### config.mk
export PLATFORM = sky130hd
export DESIGN_NAME = uart_frame_loader
export DESIGN_NICKNAME = d
export VERILOG_FILES = /design/src/rtl/frame_loader_pkg.sv /design/src/rtl/byte_strobe.sv /design/src/rtl/uart_frame_loader.sv
export SDC_FILE = /design/constraint.sdc
export NUM_CORES = 1
export LEC_CHECK = 0
export ABC_AREA = 1
export ABC_CLOCK_PERIOD_IN_PS = 2009
export CAP_MARGIN = 20
export CELL_PAD_IN_SITES_DETAIL_PLACEMENT = 1
export CELL_PAD_IN_SITES_GLOBAL_PLACEMENT = 2
export CORE_UTILIZATION = 32
export CTS_CLUSTER_DIAMETER = 60
export DETAILED_ROUTE_END_ITERATION = 12
export GPL_ROUTABILITY_DRIVEN = 0
export PLACE_DENSITY = 0.78
export SYNTH_ARGS = -nofsm -noshare
export SYNTH_HDL_FRONTEND = slang
export SYNTH_SLANG_ARGS = --single-unit
### constraint.sdc
create_clock -name clk -period 2.01 [get_ports clk]
set_input_delay 0.402 -clock clk [delete_from_list [all_inputs] [get_ports clk]]
set_output_delay 0.402 -clock clk [all_outputs]
set_load 0.005 [all_outputs]
### src/rtl/frame_loader_pkg.sv
// Shared state encoding and sync-word constants for the UART frame loader.
package frame_loader_pkg;

  typedef enum logic [1:0] {
    HUNT0   = 2'd0,
    HUNT1   = 2'd1,
    PAYLOAD = 2'd2,
    CHECK   = 2'd3
  } state_e;

  localparam logic [7:0] SYNC0 = 8'hA5;
  localparam logic [7:0] SYNC1 = 8'h5A;

  function automatic logic [7:0] sum_add(input logic [7:0] acc, input logic [7:0] b);
    return 8'(acc + b);
  endfunction

endpackage

### src/rtl/byte_strobe.sv
// Rising-edge detector turning the receiver's byte-valid level into a single-cycle strobe.
module byte_strobe (
  input  logic clk,
  input  logic rst,
  input  logic level_in,
  output logic pulse_out
);

  logic level_q;

  // History resets high so a level already asserted at reset release is not taken as a byte.
  always_ff @(posedge clk) begin
    if (rst) level_q <= 1'b1;
    else     level_q <= level_in;
  end

  assign pulse_out = level_in & ~level_q;

endmodule

### src/rtl/uart_frame_loader.sv
// Hunts for the A5 5A sync word, streams one frame of payload into the back bank of a
// double-buffered frame RAM and swaps banks only when the trailing checksum matches.
module uart_frame_loader
  import frame_loader_pkg::*;
#(
  parameter int unsigned FRAME_BYTES = 600,
  parameter int unsigned ADDR_W      = 10,
  parameter int unsigned TIMEOUT_CYC = 1_000_000
) (
  input  logic              clk,
  input  logic              rst,
  input  logic              rx_ack,
  input  logic [7:0]        rx_data,
  output logic              wr_en,
  output logic [ADDR_W:0]   wr_addr,
  output logic [7:0]        wr_data,
  output logic              disp_bank,
  output logic              frame_done,
  output logic              frame_err
);

  localparam int unsigned TMO_W = $clog2(TIMEOUT_CYC + 1);
  localparam logic [ADDR_W-1:0] IDX_LAST = ADDR_W'(FRAME_BYTES - 1);
  localparam logic [TMO_W-1:0]  TMO_LAST = TMO_W'(TIMEOUT_CYC - 1);

  state_e            state_q, state_d;
  logic [ADDR_W-1:0] idx_q, idx_d;
  logic [7:0]        sum_q, sum_d;
  logic [TMO_W-1:0]  tmo_q, tmo_d;
  logic              bank_q, bank_d;
  logic              wr_en_q, wr_en_d;
  logic [ADDR_W:0]   wr_addr_q, wr_addr_d;
  logic [7:0]        wr_data_q, wr_data_d;
  logic              done_q, done_d;
  logic              err_q, err_d;
  logic              byte_stb;

  byte_strobe u_strobe (
    .clk       (clk),
    .rst       (rst),
    .level_in  (rx_ack),
    .pulse_out (byte_stb)
  );

  always_ff @(posedge clk) begin
    if (rst) begin
      state_q   <= HUNT0;
      idx_q     <= '0;
      sum_q     <= '0;
      tmo_q     <= '0;
      bank_q    <= 1'b0;
      wr_en_q   <= 1'b0;
      wr_addr_q <= '0;
      wr_data_q <= '0;
      done_q    <= 1'b0;
      err_q     <= 1'b0;
    end else begin
      state_q   <= state_d;
      idx_q     <= idx_d;
      sum_q     <= sum_d;
      tmo_q     <= tmo_d;
      bank_q    <= bank_d;
      wr_en_q   <= wr_en_d;
      wr_addr_q <= wr_addr_d;
      wr_data_q <= wr_data_d;
      done_q    <= done_d;
      err_q     <= err_d;
    end
  end

  always_comb begin
    state_d   = state_q;
    idx_d     = idx_q;
    sum_d     = sum_q;
    tmo_d     = tmo_q;
    bank_d    = bank_q;
    wr_en_d   = 1'b0;
    wr_addr_d = wr_addr_q;
    wr_data_d = wr_data_q;
    done_d    = 1'b0;
    err_d     = 1'b0;

    unique case (state_q)
      HUNT0: begin
        if (byte_stb && rx_data == SYNC0) state_d = HUNT1;
      end

      HUNT1: begin
        if (byte_stb) begin
          if (rx_data == SYNC1) begin
            state_d = PAYLOAD;
            idx_d   = '0;
            sum_d   = '0;
            tmo_d   = '0;
          end else if (rx_data != SYNC0) begin
            state_d = HUNT0;
          end
        end
      end

      PAYLOAD: begin
        if (byte_stb) begin
          wr_en_d   = 1'b1;
          wr_addr_d = {~bank_q, idx_q};
          wr_data_d = rx_data;
          sum_d     = sum_add(sum_q, rx_data);
          tmo_d     = '0;
          // Index parks on the last slot so it never points past the frame.
          if (idx_q == IDX_LAST) state_d = CHECK;
          else                   idx_d   = ADDR_W'(idx_q + ADDR_W'(1));
        end else if (tmo_q == TMO_LAST) begin
          err_d   = 1'b1;
          tmo_d   = '0;
          state_d = HUNT0;
        end else begin
          tmo_d = TMO_W'(tmo_q + TMO_W'(1));
        end
      end

      CHECK: begin
        if (byte_stb) begin
          if (rx_data == sum_q) begin
            done_d = 1'b1;
            bank_d = ~bank_q;
          end else begin
            err_d  = 1'b1;
          end
          tmo_d   = '0;
          state_d = HUNT0;
        end else if (tmo_q == TMO_LAST) begin
          err_d   = 1'b1;
          tmo_d   = '0;
          state_d = HUNT0;
        end else begin
          tmo_d = TMO_W'(tmo_q + TMO_W'(1));
        end
      end

      default: state_d = HUNT0;
    endcase
  end

  assign wr_en      = wr_en_q;
  assign wr_addr    = wr_addr_q;
  assign wr_data    = wr_data_q;
  assign disp_bank  = bank_q;
  assign frame_done = done_q;
  assign frame_err  = err_q;

endmodule

# Yosys cells after proc, flatten, opt, wreduce, memory -nomap -nowiden
# Cells that the tools add are included.
[totals]
output_inout_bits = 23
regBits = 64
elab_cells = 79
in_bits = 11
[op_classes]
eq_ne = 16
reduce_logical = 13
n_bitwise = 6
muxes = 30
addsub = 3
[ops]
columns = ["operator", "count"]
rows = [
  ["20-bit 2-to-1 mux", 4],
  ["10-bit 2-to-1 mux", 4],
  ["20-bit one-hot mux with 2 select lines", 1],
  ["8-bit 2-to-1 mux", 3],
  ["20-bit by 1-bit adder with 20-bit output, second input constant", 1],
  ["20-bit equality test, second input constant", 1],
  ["10-bit one-hot mux with 2 select lines", 1],
  ["2-bit 2-to-1 mux", 8],
  ["8-bit one-hot mux with 2 select lines", 1],
  ["10-bit by 1-bit adder with 10-bit output, second input constant", 1],
  ["10-bit equality test, second input constant", 1],
  ["2-bit != test, second input constant", 5],
  ["8-bit adder", 1],
  ["8-bit by 7-bit equality test with 1-bit output, second input constant", 1],
  ["8-bit equality test", 1],
  ["8-bit equality test, second input constant", 1],
  ["8-bit != test, second input constant", 1],
  ["2-bit one-hot mux with 4 select lines", 1],
  ["4-bit AND reduction", 2],
  ["1-bit 2-to-1 mux", 6],
  ["3-bit != test, second input constant", 2],
  ["3-bit AND reduction", 2],
  ["1-bit inverter", 5],
  ["5-bit AND reduction", 1],
  ["10 further kinds", 13],
]

# Depth between registers and ports, before layout
# Gate-level depths: netlist of the first run.
[logic_depth]
word_depth = 5
depth_mapped = 11
depth_no_buf = 11

# By module
# Synthesis of the first run repeated with hierarchy kept, for this count alone.
[unflattened]
hier_cells = 519
hier_area_um2 = 3515.9
[by_module_without_submodules]
columns = ["mod", "area_per_inst_um2", "instances", "cells_per_inst", "seq_area_each_um2"]
rows = [
  ["uart_frame_loader", 3478.3, 1, 514, 1261.2],
  ["byte_strobe", 37.5, 1, 5, 20.0],
]

# Worst setup path after synthesis of the first run
# OpenSTA, ideal clock, no wires.
[synth_path]
kind = "input port to flip-flop"
start = "in rx_data[0]"
end = "reg sum_q[4]"
slack_ps = 356
n_path_buf = 0
t_arrival_ps = 1583
path_stages = 9
setup_time_ps = 70
t_required_ps = 1940
cell_sequence = "ha_1 fa_1 nand2_1 inv_1 o21ai_0 nand2_1 a21oi_1 o21ai_0 a21oi_1"
[synth_between]
elab_chain_cells = 3
word_cells_on_any_way = 6
classes_between = "add/sub (1); eq/ne (2); mux (2); reduce/logical (1)"
[synth_rtl]
columns = ["item", "line_no", "source"]
rows = [
  ["start, declared", "uart_frame_loader.sv:13", "input logic [7:0] rx_data,"],
  ["8-bit adder or 8-bit by 7-bit equality test with 1-bit output (tied branches)", "frame_loader_pkg.sv:15, uart_frame_loader.sv:90", ""],
  ["8-bit 2-to-1 mux or 2-bit != test (tied branches)", "-", ""],
  ["8-bit one-hot mux with 2 select lines or 4-bit AND reduction (tied branches)", "-", ""],
  ["end signal, assigned", "uart_frame_loader.sv:60", "sum_q <= sum_d;"],
  ["end, declared", "uart_frame_loader.sv:28", "logic [7:0] sum_q, sum_d;"],
]
# Parallel ways exist; a longest one is shown, timed or not. The select of a mux whose other input is x is not followed.
# A chain may end at the register's enable or synchronous reset.

# Worst setup path in the final report of the first run
[layout_path]
start = "in rx_data[4]"
end = "reg sum_q[6]"
# The elaborated chain is that of the path after synthesis.

==> results.py, run 1 <==
metrics = {
    "global_routing": {
        "grt_usage": 0.204,
        "grt_antenna_before_repair": 0,
        "grt_pass1_vias": 3766,
        "grt_pass1_wl_um": 17900,
        "grt_start_max_net_pins": 25,
        "grt_remaining_overflow": 0,
    },
    "setup_path": {
        "crit_type": "in -> reg",
        "crit_fanout": 4,
        "crit_chain": "clkdlybuf4s50_1 -> ha_1 -> buf_4 -> nand2_1 -> inv_1 -> nand4_1 -> nand3_1 -> a21oi_1 -> o21ai_0 -> a21oi_1",
        "required_ns": 2.29,
        "setup.worst_path.start_class": "input pin",
        "arrival_ns": 2.14,
        "crit_top_cell": "a21oi_1",
        "slowest_delay_ns": 0.50,
        "end_kind": "flip-flop",
        "critPathSlowestCell": "clkdlybuf4s50_1",
    },
    "logic_synthesis": {
        "ys.flop_type": "dfxtp_1",
        "ys_top_cells_by_count": "113 x nand2_1, 86 x nor2_1, 64 x dfxtp_1",
        "synth.avg_cell_area_um2": 6.78,
        "syn_area_mm2": 0.00337,
        "synth_cell_types": 33,
        "synth_edf_count": 0,
        "seq_area_frac_synth": 0.380,
        "synthArstFlopShare": 0,
        "synth_cells": 498,
        "synth-seq-cells": 64,
        "yosysTopAreaCell": "dfxtp_1",
        "ys_top_cells_by_area": "dfxtp_1 38%, nand2_1 13%, nor2_1 9.6%",
        "yosysMostFrequentCell": "nand2_1",
        "ys_warn_count": 0,
        "synth_nets": 519,
        "synth_top_area_frac": 0.380,
    },
    "die": {
        "io_pins": 34,
        "die_w_um": 105,
        "core-area_mm2": 0.0103,
        "rows": 37,
        "die_h_um": 105,
        "start_util": 0.328,
        "die_area_mm2": 0.0110,
    },
    "clock_network": {
        "cts_tree": "done",
        "cts.sinks": 64,
        "cts_max_level": 3,
        "root_buffer": "clkbuf_8",
        "clockBufferDepth": 2,
        "clkLatencyLatePin_ns": 0.35,
        "hold_buffers": 0,
        "numCtsBuffers": 9,
        "path_clk_slew_ns": 0.08,
    },
    "route": {
        "dr_wl_met3_um": 279,
        "wl_met2_um": 5340,
        "m1WireLength_um": 4810,
        "drc": 0,
        "wl_um": 10500,
        "vias": 3477,
        "drtIter0Drc": 71,
        "dr.pass1.iters": 5,
        "via_per_inst": 4.87,
        "antenna_left": 0,
        "wl_per_cell_um": 14.8,
        "top_layer": "met4",
    },
    "timing": {
        "setup_viol": 0,
        "fin_ws_ns": 0.146,
        "worstMarginPinSlew_ns": 0.469,
        "final_max_slew_viol_count": 0,
        "fmax_mhz": 536,
        "period_share": 0.927,
        "rsz0062_at_grt": "no",
        "post-route-min-period_ns": 1.86,
        "hold_violations": 0,
        "slew_headroom": 0.685,
        "finalClockSkew_ns": 0.0132,
    },
    "power": {
        "p_per_area_mw_per_mm2": 654,
        "p_total_mw": 2.91,
        "ir_drop_mv": 0.304,
        "leakage_nw": 1.84,
    },
    "final_layout": {
        "drive_above_1_share": 0.154,
        "fill_cells": 1348,
        "fin_nets": 595,
        "syn_to_final_growth_pct": 32.0,
        "diodes": 0,
    },
    "placed_design": {
        "io_buffer_count": 33,
        "dp_slack_ns": -0.280,
        "dp_hpwl_um": 8060,
    },
    "run_status": {
        "status": "finished clean",
    },
    "flow_run": {
        "cap_violations": 0,
    },
    "worst_hold_path": {
        "holdCritPathClass": "reg -> reg",
    },
}
## flip-flops by register name, summed over array words and instances, names as in the netlist
signal / count
u_strobe.level_q: 1
frame_err: 1
state_q: 2
sum_q: 8
wr_data: 8
idx_q: 10
tmo_q: 20
disp_bank: 1
wr_en: 1
frame_done: 1
wr_addr: 11
## cell usage in the layout, fill, tap and decap left out, types with 10 or more instances in the layout
cell type and count:
inv_1 38, dfxtp_1 64, nor2_1 84, o21ai_0 35, clkbuf_8 10, nand3_1 33, nand2_1 113, clkdlybuf4s50_1 33
a21oi_1 45, buf_4 45
## worst max-delay path: cells and delay by family
family,cells,cell delay (ns)
buffers and inverters,3,0.72
adder cells (fa/ha/maj),1,0.41
AO/OA/AOI/OAI,3,0.34
AND/OR/NAND/NOR,3,0.26
## final cells by class
class	count	area [um^2]	share of cell area
Sequential cell	64	1280	0.288
Clock buffer	10	138	0.0309
Inverter	46	173	0.0388
Multi-Input combinational cell	374	1880	0.421
Timing Repair Buffer	79	688	0.154
Clock inverter	5	129	0.0289
Tap cell	136	170	0.0382
## power by group
group	switching, mW	internal, mW	leakage, nW
Sequential	0.000803	1.27	0.515
Combinational	0.0761	0.0666	1.19
Clock	0.523	0.979	0.133
Total	0.600	2.31	1.84
## through the flow
stage	std cells	util	TNS, ns	instance area [um^2]	hold slack [ns]
2_1_floorplan	498	-	0	3370	0.444
3_3_place_gp	699	0.404	-3.18	4160	0.455
3_5_place_dp	699	0.404	-4.68	4160	0.465
4_1_cts	714	0.430	0	4420	0.475
5_1_grt	714	0.433	0	4450	0.495
6_report	714	0.433	0	4450	0.473
## cell families after synthesis
kind of cell / count (synthesis) / synth area share
compound gates: 85 / 0.133
xor+xnor: 13 / 0.0337
fa+ha+maj: 10 / 0.0393
buf+inv: 60 / 0.0742
flops: 64 / 0.380
simple gates: 266 / 0.340
## metal layers
metal | up-vias | global-route usage
met3 | 9 | 0.0405
met4 | 0 | 0.0614
met1 | 1657 | 0.242
met5 | - | 0
li1 | 1765 | -
met2 | 46 | 0.370
## path summary, 6_finish.rpt
check	depth (start not counted)	endpoint	slack (ns)	from
worst max-delay path	10	sum_q[6]	0.15	rx_data[4]
worst min-delay path	2	sum_q[2]	0.47	sum_q[2]
worst max register to register	10	tmo_q[17]	0.23	tmo_q[1]
worst min register to register	2	sum_q[2]	0.47	sum_q[2]
## what timing repair did
action | in CTS | in global routing
resized for setup | 0 | 8
endpoints found under the setup margin | 0 | 13
setup buffers | 0 | 0
Note: power is estimated with default switching activity, not from simulation.
==> inputs of run 2 (changes only) <==
SYNTH_HIERARCHICAL = 1   (was not set)
==> run 2 against run 1 <==
Compared with the run above: utilization decreased by 1.8 points; clock skew down 0.0060 ns; critical path depth down 1; die area rose by 4.1%; critical path type unchanged; largest cell class unchanged; synthesized area rose by 4.2%; non-clock buffer count down 16.
==> results.py, run 2 <==
metrics = {
    "timing": {
        "rsz0062_at_grt": "no",
        "setup_viol": 0,
        "fin_ws_ns": 0.203,
        "period_share": 0.899,
        "post-route-min-period_ns": 1.81,
        "fmax_mhz": 553,
        "finalClockSkew_ns": 0.00727,
        "slew_headroom": 0.792,
        "hold_violations": 0,
        "final_max_slew_viol_count": 0,
        "worstMarginPinSlew_ns": 0.312,
    },
    "logic_synthesis": {
        "synth_nets": 540,
        "yosysMostFrequentCell": "nand2_1",
        "synth_edf_count": 0,
        "yosysTopAreaCell": "dfxtp_1",
        "syn_area_mm2": 0.00352,
        "ys_top_cells_by_area": "dfxtp_1 36%, nand2_1 12%, nor2_1 7.6%",
        "synthArstFlopShare": 0,
        "ys_warn_count": 6,
        "synth-seq-cells": 64,
        "synth_cells": 519,
        "synth_top_area_frac": 0.364,
        "seq_area_frac_synth": 0.364,
        "ys_top_cells_by_count": "114 x nand2_1, 71 x nor2_1, 64 x dfxtp_1",
        "synth.avg_cell_area_um2": 6.77,
        "ys.flop_type": "dfxtp_1",
        "synth_cell_types": 36,
    },
    "placed_design": {
        "dp_slack_ns": -0.172,
        "dp.cells": 704,
        "dp_hpwl_um": 7680,
        "io_buffer_count": 33,
    },
    "route": {
        "antenna_left": 0,
        "dr.pass1.iters": 4,
        "drtIter0Drc": 118,
        "vias": 3488,
        "via_per_inst": 4.84,
        "drc": 0,
        "wl_um": 10200,
        "wl_per_cell_um": 14.1,
    },
    "final_layout": {
        "syn_to_final_growth_pct": 24.0,
        "seqCellArea_mm2": 0.00128,
        "drive_above_1_share": 0.128,
        "final_cell_mix": "114 x nand2_1, 71 x nor2_1, 64 x dfxtp_1",
        "diodes": 0,
        "multi_input_area_mm2": 0.00193,
        "fin_nets": 600,
        "fill_cells": 1362,
        "top_register": "tmo_q",
        "layout.cells.non_filler": 720,
        "final_common_cell": "nand2_1",
        "largest_reg_flops": 20,
    },
    "setup_path": {
        "critPathSlowestCell": "clkdlybuf4s50_1",
        "slowest_delay_ns": 0.59,
        "crit_fanout": 19,
        "crit_type": "in -> reg",
        "setup.worst_path.start_class": "input pin",
        "end_kind": "flip-flop",
        "required_ns": 2.31,
        "crit_chain": "clkdlybuf4s50_1 -> nand2_1 -> nor2_1 -> nand3_1 -> nand2_2 -> buf_12 -> nand3_1 -> or2_0 -> a21oi_1",
        "arrival_ns": 2.10,
        "reg2reg_depth": 8,
        "crit_top_cell": "nand3_1",
    },
    "clock_network": {
        "post_cts_buffers": 0,
        "cts_max_level": 3,
        "clkLatencyLatePin_ns": 0.36,
        "numCtsBuffers": 9,
        "path_clk_slew_ns": 0.08,
        "cts_resized": 0,
        "clockBufferDepth": 2,
        "cts.sinks": 64,
        "cts_tree": "done",
        "root_buffer": "clkbuf_8",
        "hold_buffers": 0,
    },
    "die": {
        "core-area_mm2": 0.0105,
        "die_w_um": 107,
        "io_pins": 34,
        "start_util": 0.335,
        "die_h_um": 107,
        "die_area_mm2": 0.0114,
        "rows": 37,
    },
    "flow_run": {
        "cap_violations": 0,
    },
    "power": {
        "ir_drop_mv": 0.391,
        "leakage_nw": 1.82,
        "p_total_mw": 2.41,
        "p_per_area_mw_per_mm2": 553,
    },
    "global_routing": {
        "grt_pass1_vias": 3626,
        "grt_start_max_net_pins": 23,
        "grt_pass1_wl_um": 17600,
        "grt_usage": 0.199,
        "grt_antenna_before_repair": 0,
        "grt_remaining_overflow": 0,
    },
    "worst_hold_path": {
        "holdCritPathClass": "reg -> reg",
        "hold_depth": 2,
    },
    "run_status": {
        "status": "finished clean",
    },
}
## run 2: layout make-up
type / instances / share of cell area
Tap cell: 136 / 0.0390
Multi-Input combinational cell: 380 / 0.442
Timing Repair Buffer: 63 / 0.133
Inverter: 61 / 0.0525
Sequential cell: 64 / 0.294
Clock inverter: 7 / 0.0112
Clock buffer: 9 / 0.0284
## run 2: cell families after synthesis
| kind of cell | Yosys count | share of synthesized area |
|---|---|---|
| simple gates | 282 | 0.368 |
| compound gates | 75 | 0.110 |
| buf+inv | 75 | 0.0875 |
| flops | 64 | 0.364 |
| xor+xnor | 13 | 0.0324 |
| fa+ha+maj | 10 | 0.0377 |
## run 2: path summary, 6_finish.rpt
check | startpoint | endpoint | slack (ns)
max | rx_data[1] | tmo_q[17] | 0.20
min | wr_addr[0] | wr_addr[0] | 0.48
max reg2reg | idx_q[1] | idx_q[7] | 0.33
min reg2reg | wr_addr[0] | wr_addr[0] | 0.48
## run 2: through the flow
step	hold slack, ns	TNS [ns]	area [um^2]	utilization
3_5_place_dp	0.466	-3.99	4190	0.399
5_1_grt	0.512	0	4360	0.415
6_report	0.478	0	4360	0.415
3_3_place_gp	0.453	-2.53	4190	0.399
2_1_floorplan	0.449	0	3520	-
4_1_cts	0.479	0	4360	0.415
## run 2: per-layer routing
layer  wire (um)  vias to the layer above  GRT usage
li1            -                     1805          -
met3         223                       14     0.0304
met5           0                        -          0
met2        4460                       36      0.308
met4         195                        0     0.0851
met1        5290                     1633      0.273
## run 2: worst max-delay path: cells and delay by family
family	cells	cell delay (ns)
simple gates	6	0.83
buf+inv	2	0.74
compound gates	1	0.12
## run 2: report_power, final
group	switching [mW]	internal, mW	total, mW
Sequential	0.000447	1.27	1.27
Combinational	0.0725	0.0563	0.129
Clock	0.572	0.443	1.01
